--- config.mk ---
export PLATFORM = sky130hd
export DESIGN_NAME = video_mode_sequencer
export DESIGN_NICKNAME = d
export VERILOG_FILES = /design/src/rtl/video_mode_sequencer.sv
export SDC_FILE = /design/constraint.sdc
export NUM_CORES = 1
export LEC_CHECK = 0
export ABC_AREA = 1
export CAP_MARGIN = 15
export CORE_AREA = 4 4 149 108
export DETAILED_ROUTE_END_ITERATION = 10
export DIE_AREA = 0 0 153 112
export GPL_TIMING_DRIVEN = 0
export PLACE_DENSITY = 0.64
export SLEW_MARGIN = 5
export SYNTH_ARGS = -nofsm -noshare
export SYNTH_HDL_FRONTEND = slang
export SYNTH_SLANG_ARGS = --single-unit
--- constraint.sdc ---
create_clock -name clock -period 2.1 [get_ports clock]
set_input_delay 0.315 -clock clock [delete_from_list [all_inputs] [get_ports clock]]
set_output_delay 0.315 -clock clock [all_outputs]
set_load 0.005 [all_outputs]
--- src/rtl/video_mode_sequencer.sv ---
// Mode-change controller: debounces a requested mode index, then walks the timing
// generator and pixel-clock PLL through blank -> reconfigure -> settle before switching.
`ifndef MODE_SIZE
`define MODE_SIZE 4
`endif

typedef struct packed {
  logic [15:0] h_active;
  logic [15:0] v_active;
  logic [15:0] h_total;
  logic [15:0] v_total;
  logic [31:0] pixel_khz;
} VideoMode;

module video_mode_sequencer #(
  parameter int MODE_SIZE     = `MODE_SIZE,
  parameter int NUM_MODES     = 16,
  parameter int STABLE_CYCLES = 1024,
  parameter int BLANK_CYCLES  = 4,
  parameter int SETTLE_CYCLES = 256,
  parameter int ACK_TIMEOUT   = 65535
) (
  input  logic                 clock,
  input  logic                 reset,
  input  logic [MODE_SIZE-1:0] data_in,
  input  logic                 reconfig_ack,
  output VideoMode             videoMode,
  output logic [MODE_SIZE-1:0] active_mode,
  output logic                 video_enable,
  output logic                 reconfig_req,
  output logic                 mode_changed,
  output logic                 error
);

  // Mode table entries step up in resolution with fixed blanking at 60 Hz refresh.
  function automatic VideoMode mode_entry(input int idx);
    VideoMode m;
    int ha, va, ht, vt;
    ha = 640 + 80 * idx;
    va = 480 + 45 * idx;
    ht = ha + 160;
    vt = va + 45;
    m.h_active  = 16'(ha);
    m.v_active  = 16'(va);
    m.h_total   = 16'(ht);
    m.v_total   = 16'(vt);
    m.pixel_khz = 32'((ht * vt * 60) / 1000);
    return m;
  endfunction

  localparam int TABLE_SIZE = 2 ** MODE_SIZE;
  localparam int STABLE_W   = $clog2(STABLE_CYCLES + 1);
  localparam int BLANK_W    = $clog2(BLANK_CYCLES + 1);
  localparam int SETTLE_W   = $clog2(SETTLE_CYCLES + 1);
  localparam int ACK_W      = (ACK_TIMEOUT > 0) ? $clog2(ACK_TIMEOUT + 1) : 1;

  localparam logic [STABLE_W-1:0]  STABLE_MAX  = STABLE_W'(STABLE_CYCLES);
  localparam logic [BLANK_W-1:0]   BLANK_LAST  = BLANK_W'(BLANK_CYCLES - 1);
  localparam logic [SETTLE_W-1:0]  SETTLE_LAST = SETTLE_W'(SETTLE_CYCLES - 1);
  localparam logic [ACK_W-1:0]     ACK_LAST    = ACK_W'((ACK_TIMEOUT > 0) ? ACK_TIMEOUT - 1 : 0);
  localparam logic [MODE_SIZE:0]   NUM_MODES_L = (MODE_SIZE + 1)'(NUM_MODES);
  localparam VideoMode             MODE0       = mode_entry(0);

  typedef enum logic [2:0] {INIT, RUN, BLANK, RECONF, SETTLE} state_t;

  state_t               state_reg, state_next;
  logic [MODE_SIZE-1:0] req_reg, pending_reg, active_reg;
  logic [STABLE_W-1:0]  stable_cnt_reg;
  logic [BLANK_W-1:0]   blank_cnt_reg;
  logic [SETTLE_W-1:0]  settle_cnt_reg;
  logic [ACK_W-1:0]     ack_cnt_reg;
  VideoMode             video_mode_reg;
  logic                 video_enable_reg, reconfig_req_reg, mode_changed_reg, error_reg;

  logic stable, req_valid, candidate, evaluating;
  logic accept, ack_taken, ack_expired, bad_request, run_entry;

  // Indices past NUM_MODES are never applied; they alias entry 0 so the index width matches.
  VideoMode mode_table [TABLE_SIZE];
  for (genvar gi = 0; gi < TABLE_SIZE; gi++) begin : g_table
    assign mode_table[gi] = (gi < NUM_MODES) ? mode_entry(gi) : MODE0;
  end

  assign stable      = (stable_cnt_reg == STABLE_MAX);
  assign req_valid   = ({1'b0, req_reg} < NUM_MODES_L);
  assign evaluating  = (state_reg == INIT) || (state_reg == RUN);
  assign candidate   = stable && req_valid && (req_reg != active_reg);
  assign accept      = evaluating && (state_next == BLANK);
  assign ack_taken   = (state_reg == RECONF) && reconfig_ack;
  assign ack_expired = (state_reg == RECONF) && !reconfig_ack && (ack_cnt_reg == ACK_LAST);
  assign bad_request = evaluating && stable && !req_valid;
  assign run_entry   = (state_reg == SETTLE) && (state_next == RUN);

  always_comb begin
    state_next = state_reg;
    case (state_reg)
      INIT:    if (stable && req_valid) state_next = BLANK;
      RUN:     if (candidate) state_next = BLANK;
      BLANK:   if (blank_cnt_reg == BLANK_LAST) state_next = RECONF;
      // An ack on the expiry cycle still completes the change.
      RECONF: begin
        if (reconfig_ack) state_next = SETTLE;
        else if (ack_expired) state_next = BLANK;
      end
      SETTLE:  if (settle_cnt_reg == SETTLE_LAST) state_next = RUN;
      default: state_next = INIT;
    endcase
  end

  always_ff @(posedge clock) begin
    if (reset) begin
      state_reg        <= INIT;
      req_reg          <= '0;
      stable_cnt_reg   <= '0;
      blank_cnt_reg    <= '0;
      settle_cnt_reg   <= '0;
      ack_cnt_reg      <= '0;
      pending_reg      <= '0;
      active_reg       <= '0;
      video_mode_reg   <= MODE0;
      video_enable_reg <= 1'b0;
      reconfig_req_reg <= 1'b0;
      mode_changed_reg <= 1'b0;
      error_reg        <= 1'b0;
    end else begin
      state_reg <= state_next;
      req_reg   <= data_in;
      if (data_in != req_reg) stable_cnt_reg <= '0;
      else if (!stable) stable_cnt_reg <= stable_cnt_reg + 1'b1;

      blank_cnt_reg  <= (state_reg == BLANK  && state_next == BLANK)  ? blank_cnt_reg + 1'b1  : '0;
      settle_cnt_reg <= (state_reg == SETTLE && state_next == SETTLE) ? settle_cnt_reg + 1'b1 : '0;
      ack_cnt_reg    <= (state_reg == RECONF && state_next == RECONF) ? ack_cnt_reg + 1'b1    : '0;

      if (accept) pending_reg <= req_reg;
      if (ack_taken) begin
        active_reg     <= pending_reg;
        video_mode_reg <= mode_table[pending_reg];
      end

      video_enable_reg <= (state_next == RUN);
      reconfig_req_reg <= (state_next == RECONF);
      mode_changed_reg <= run_entry;
      if (run_entry) error_reg <= 1'b0;
      else if (ack_expired || bad_request) error_reg <= 1'b1;
    end
  end

  assign videoMode    = video_mode_reg;
  assign active_mode  = active_reg;
  assign video_enable = video_enable_reg;
  assign reconfig_req = reconfig_req_reg;
  assign mode_changed = mode_changed_reg;
  assign error        = error_reg;

endmodule

======== Word level (Yosys, flattened, before mapping) ========
Memories as Yosys holds them, arrays and structs flattened. A register that Yosys moved wholly into a read port is not among the register bits.
Index checks and enable logic that the tools add are counted.
operators by class
  $add $sub $neg .......................... 4
  $mul .................................... 0
  divide/modulo/power cells ............... 0
  $lt $le $gt $ge ......................... 0
  equality and inequality tests ........... 14
  shifts and indexed selects .............. 0
  mux-type cells .......................... 7
  bitwise logic cells ..................... 4
  reduce and logical (&&, ||, !) cells .... 17
operator list
  operator                                       count
  2-to-1 mux 3 bit                               6
  adder 16 x 1 -> 16 bit, second input constant  1
  == test 16 bit, second input constant          1
  == test 3 x 2 -> 1 bit, second input constant  5
  one-hot mux 3 bit (5 select lines)             1
  adder 11 x 1 -> 11 bit, second input constant  1
  == test 11 bit, second input constant          1
  OR reduction 2 bit                             5
  adder 9 x 1 -> 9 bit, second input constant    1
  == test 9 x 8 -> 1 bit, second input constant  1
  logical AND 1 bit                              9
  != test 4 bit                                  2
  == test 3 x 1 -> 1 bit, second input constant  2
  == test 3 bit, second input constant           2
  inverter 4 -> 5 bit                            1
  adder 3 x 1 -> 3 bit, second input constant    1
  zero test 3 bit                                1
  inverter 1 bit                                 3
  zero test 1 bit                                1
  logical OR 1 bit                               1
word-level totals
  flip-flop bits (word level) ............. 58
  bits in latches ......................... 0
  RAM bits ................................ 0
  ROM bits ................................ 1536
  input bits .............................. 7
  output and inout port bits .............. 104
  word-level logic and storage cells ...... 59
  memories kept ........................... 1
memories
  memory           depth  width  rd ports  clocked after memory_dff  write ports  line  source
  (no name shown)  16     96     1         1                         0            138   video_mode_reg <= mode_table[pending_reg];

======== Longest topological paths before layout ========
  depth in word-level cells ............... 10
  mapped depth ............................ 15
  gate-level depth less buffers ........... 15

======== Worst setup path after synthesis ========
Ideal clock, no wire load.
  path type ............................... register to register
  from .................................... reg settle_cnt_reg[0]
  to ...................................... reg blank_cnt_reg[0]
  arrival ................................. 1.669 ns
  slack ................................... 0.352 ns
  cell stages (with the launch flop) ...... 15
  cell sequence ........................... dfxtp_1 > ha_1 > nand2_1 > nor2_1 > inv_1 > nor2_1 > inv_1 > nor3b_1 > ha_1 > nor2_1 > nand2_1 > nand2_1 > inv_2 > nand4_1 > nor3_1
on the way
  longest elaborated chain between the ends .. 7
ends and longest elaborated chain
  element                              line  source
  from (decl)                          70    logic [SETTLE_W-1:0] settle_cnt_reg;
  from (signal assigned)               132   settle_cnt_reg <= (state_reg == SETTLE && state_next == SETTLE) ? settle_cnt_reg + 1'b1 : '0;
  == test 9 x 8 -> 1 bit               105   SETTLE: if (settle_cnt_reg == SETTLE_LAST) state_next = RUN;
  2-to-1 mux 3 bit                     105
  one-hot mux 3 bit (5 select lines)   96    case (state_reg)
  == test 3 x 2 -> 1 bit               131   blank_cnt_reg <= (state_reg == BLANK && state_next == BLANK) ? blank_cnt_reg + 1'b1 : '0;
  logical AND 1 bit                    131
  inverter 1 bit (no source line)      n/a
  OR reduction 2 bit (no source line)  n/a
  to (signal assigned)                 131
  to (decl)                            69    logic [BLANK_W-1:0] blank_cnt_reg;
Every way passes these cells.
A chain may end at the register's enable or synchronous reset.

======== Worst setup path in the final report ========
  from .................................... reg pending_reg[1]
  to ...................................... reg videoMode[14] (netlist name)
on the way
  longest elaborated chain between the ends .. 1
ends and longest elaborated chain
  element                                    line  source
  from (decl)                                67    logic [MODE_SIZE-1:0] req_reg, pending_reg, active_reg;
  from (signal assigned)                     135   if (accept) pending_reg <= req_reg;
  inverter 4 -> 5 bit (implied by the code)  138
Every way passes these cells.

==> impl_metrics.yaml <==
timing:
  worst-slew-pin-transition_ns: 0.666
  fmax_mhz: 512
  finalHoldViolCount: 0
  drv_slew: 0
  setup_viol: 0
  slew_headroom: 0.556
  fin_skew_ns: 0.00483
  fin_crit_sh: 0.930
  worst_slack_ns: 0.146
  period_needed_ns: 1.95
  timing.hold.ws_ns: 0.384
worst_setup_path:
  start_kind: "flop"
  end_kind: "flop"
  cpMaxStageDelayCell: "dfxtp_2"
  cp_num_buf_inv: 2
  critPathTopFamily: "flip-flops"
  crit_arrival_ns: 2.18
  worstPathCellList: "inv_1 > ha_1 > nand2_1 > inv_1 > nor2_1 > a221oi_1 > a21oi_1 > nand2_1"
  cp_slowest_stage_delay_ns: 0.44
  critPathKind: "flop to flop"
  path_max_fanout: 8
  crit_required_ns: 2.32
cells_and_area:
  diodes: 0
  largest_register_ff_count: 42
  area_growth_pct: 27.3
  drive_gt1_frac: 0.143
  finish.net_count: 830
  fin_util: 0.442
  finalNonFillerCells: 1006
yosys:
  ys_types: 48
  async_reset_ff_frac: 0
  syn_inst: 689
  ys_top_cells_by_area: "dfxtp_1 (40%), nand2_1 (9.8%), buf_4 (8.3%)"
  synth_area_um2: 5040
  synth-main-ff-cell: "dfxtp_1"
  synth_edf_count: 0
  ys_seq_area_frac: 0.397
  yosysWarnings: 0
  synth_top_area_frac: 0.397
  syn-mean-instance-area_um2: 7.32
  synth-seq-cells: 100
  synth_top_area_cell: "dfxtp_1"
detailed_routing:
  dr.pass1.iters: 5
  postRouteAntennaNets: 0
  routed_via_density: 4.51
  drc: 0
  wl_um: 13600
  vias: 4535
  drt_iter0_markers: 322
  wl_per_cell_um: 13.5
floorplan:
  start_util: 0.347
  die_h_um: 112
  dieArea_um2: 17100
  row_count: 37
  die_x_um: 153
  coreArea_um2: 14500
  io_pins: 111
cts:
  cts_tree: "done"
  clk_latency_ns: 0.34
  worst_setup_hold_path_clk_slew_ns: 0.07
  cts_buffers: 9
  hold_buffers: 0
  clock-sinks: 100
  h-tree-depth: 3
  root_buffer: "clkbuf_16"
  cts_buffer_depth: 2
  cts_setup_buffers: 0
  post_cts_resize_count: 0
run_status:
  status: "completed"
place:
  port-buffer-count: 63
  dp_hpwl_um: 10400
  post-place-cells: 992
  place_congestion: 0.986
  dp_slack_ns: 0.0531
power_and_ir_drop:
  power.density_nw_per_um2: 572
  leakage_nw: 2.73
  ir_worst_vdd_mv: 0.370
  power_w: 0.00367
flow_run:
  cap_violations: 0
global_routing:
  grt_pass1_wl_um: 21200
  gr-total-overflow: 0
  antenna_found_initial: 0
  grt_usage: 0.153
  grt_max_degree: 16
  grt_pass1_vias: 4057
worst_hold_path:
  min_path_type: "input port to flop"
-- routing by layer --
layer	up-vias	GRT usage	wire length (um)
li1	2354	-	-
met1	1976	0.237	7140
met2	191	0.200	5050
met3	14	0.0509	1290
met4	0	0.0404	149
met5	-	0	0
-- kinds of logic after synthesis --
group / after synthesis / synth area share
AO/OA/AOI/OAI: 122 / 0.137
XOR/XNOR: 11 / 0.0191
adder cells (fa/ha/maj): 15 / 0.0372
buffers and inverters: 150 / 0.159
flip-flops: 100 / 0.397
other: 1 / 0.000743
AND/OR/NAND/NOR: 290 / 0.250
-- through the flow --
step	TNS [ns]	instance area, um2
global placement	0	6090
floorplan	0	5210
global route	-0.0161	6420
detailed placement	0	6090
finish	0	6420
CTS	0	6370
-- worst paths after layout --
| check | from | end | slack (ns) | depth (start not counted) |
|---|---|---|---|---|
| max reg2reg | pending_reg[1]$_SDFFE_PP0P_ | videoMode[14]$_SDFFE_PP1P_ | 0.15 | 8 |
| max | pending_reg[1]$_SDFFE_PP0P_ | videoMode[14]$_SDFFE_PP1P_ | 0.15 | 8 |
| min reg2reg | blank_cnt_reg[0]$_SDFF_PP0_ | blank_cnt_reg[0]$_SDFF_PP0_ | 0.44 | 1 |
| min | reset | state_reg[2]$_SDFF_PP0_ | 0.38 | 2 |
-- power breakdown --
part           switching, W  internal, W
clock              0.000701     0.000913
sequential       0.00000509      0.00190
combinational     0.0000783    0.0000776
total              0.000785      0.00289
-- cells in the final DEF (no fill, tap or decap), types with 2 or more instances in the layout --
master	netlist	layout
xnor2_1	3	3
a221oi_1	2	2
clkbuf_1	9	10
dfxtp_2	0	3
o21ai_0	48	47
nor2_1	87	84
buf_6	2	2
ha_1	15	13
nor3_2	1	3
or2_2	2	2
xor2_1	8	8
o22ai_1	3	3
buf_4	56	56
nor3_1	17	15
o21ai_1	2	3
o211ai_1	2	2
nand2_1	132	131
conb_1	1	46
inv_2	2	4
nor3b_2	1	2
dfxtp_1	100	96
buf_1	2	2
clkbuf_16	0	9
nor2_4	2	3
clkinv_2	2	3
nand2_2	2	3
inv_1	68	66
nand4_1	5	5
a21oi_1	43	43
nor3b_1	4	3
nand2_4	3	3
buf_2	7	7
nand3_1	27	27
a31oi_1	9	9
nor2_2	2	4
a211oi_1	4	4
clkdlybuf4s50_1	0	63
a21oi_2	3	3
-- synth_stat cells (2+ instances only) --
| cell type | n |
|---|---|
| or2_2 | 2 |
| nand4_1 | 5 |
| dfxtp_1 | 100 |
| inv_2 | 2 |
| nand2_4 | 3 |
| o211ai_1 | 2 |
| nor3_1 | 17 |
| nand3_1 | 27 |
| xor2_1 | 8 |
| clkbuf_1 | 9 |
| nor2_4 | 2 |
| buf_2 | 7 |
| nor2_2 | 2 |
| a31oi_1 | 9 |
| nand2_2 | 2 |
| buf_1 | 2 |
| xnor2_1 | 3 |
| o22ai_1 | 3 |
| ha_1 | 15 |
| a21oi_2 | 3 |
| nor2_1 | 87 |
| a221oi_1 | 2 |
| nand2_1 | 132 |
| inv_1 | 68 |
| a21oi_1 | 43 |
| nor3b_1 | 4 |
| o21ai_0 | 48 |
| buf_4 | 56 |
| clkinv_2 | 2 |
| o21ai_1 | 2 |
| buf_6 | 2 |
| a211oi_1 | 4 |
-- layout make-up --
| type | count | area, um2 |
|---|---|---|
| Fill cell | 1496 | 8120 |
| Multi-Input combinational cell | 484 | 2460 |
| Sequential cell | 100 | 2010 |
| Timing Repair Buffer | 63 | 631 |
| Buffer | 77 | 524 |
| Inverter | 73 | 277 |
| Tap cell | 195 | 244 |
| Clock buffer | 10 | 229 |
| Clock inverter | 4 | 51.3 |
(Power assumes the default switching activity.)
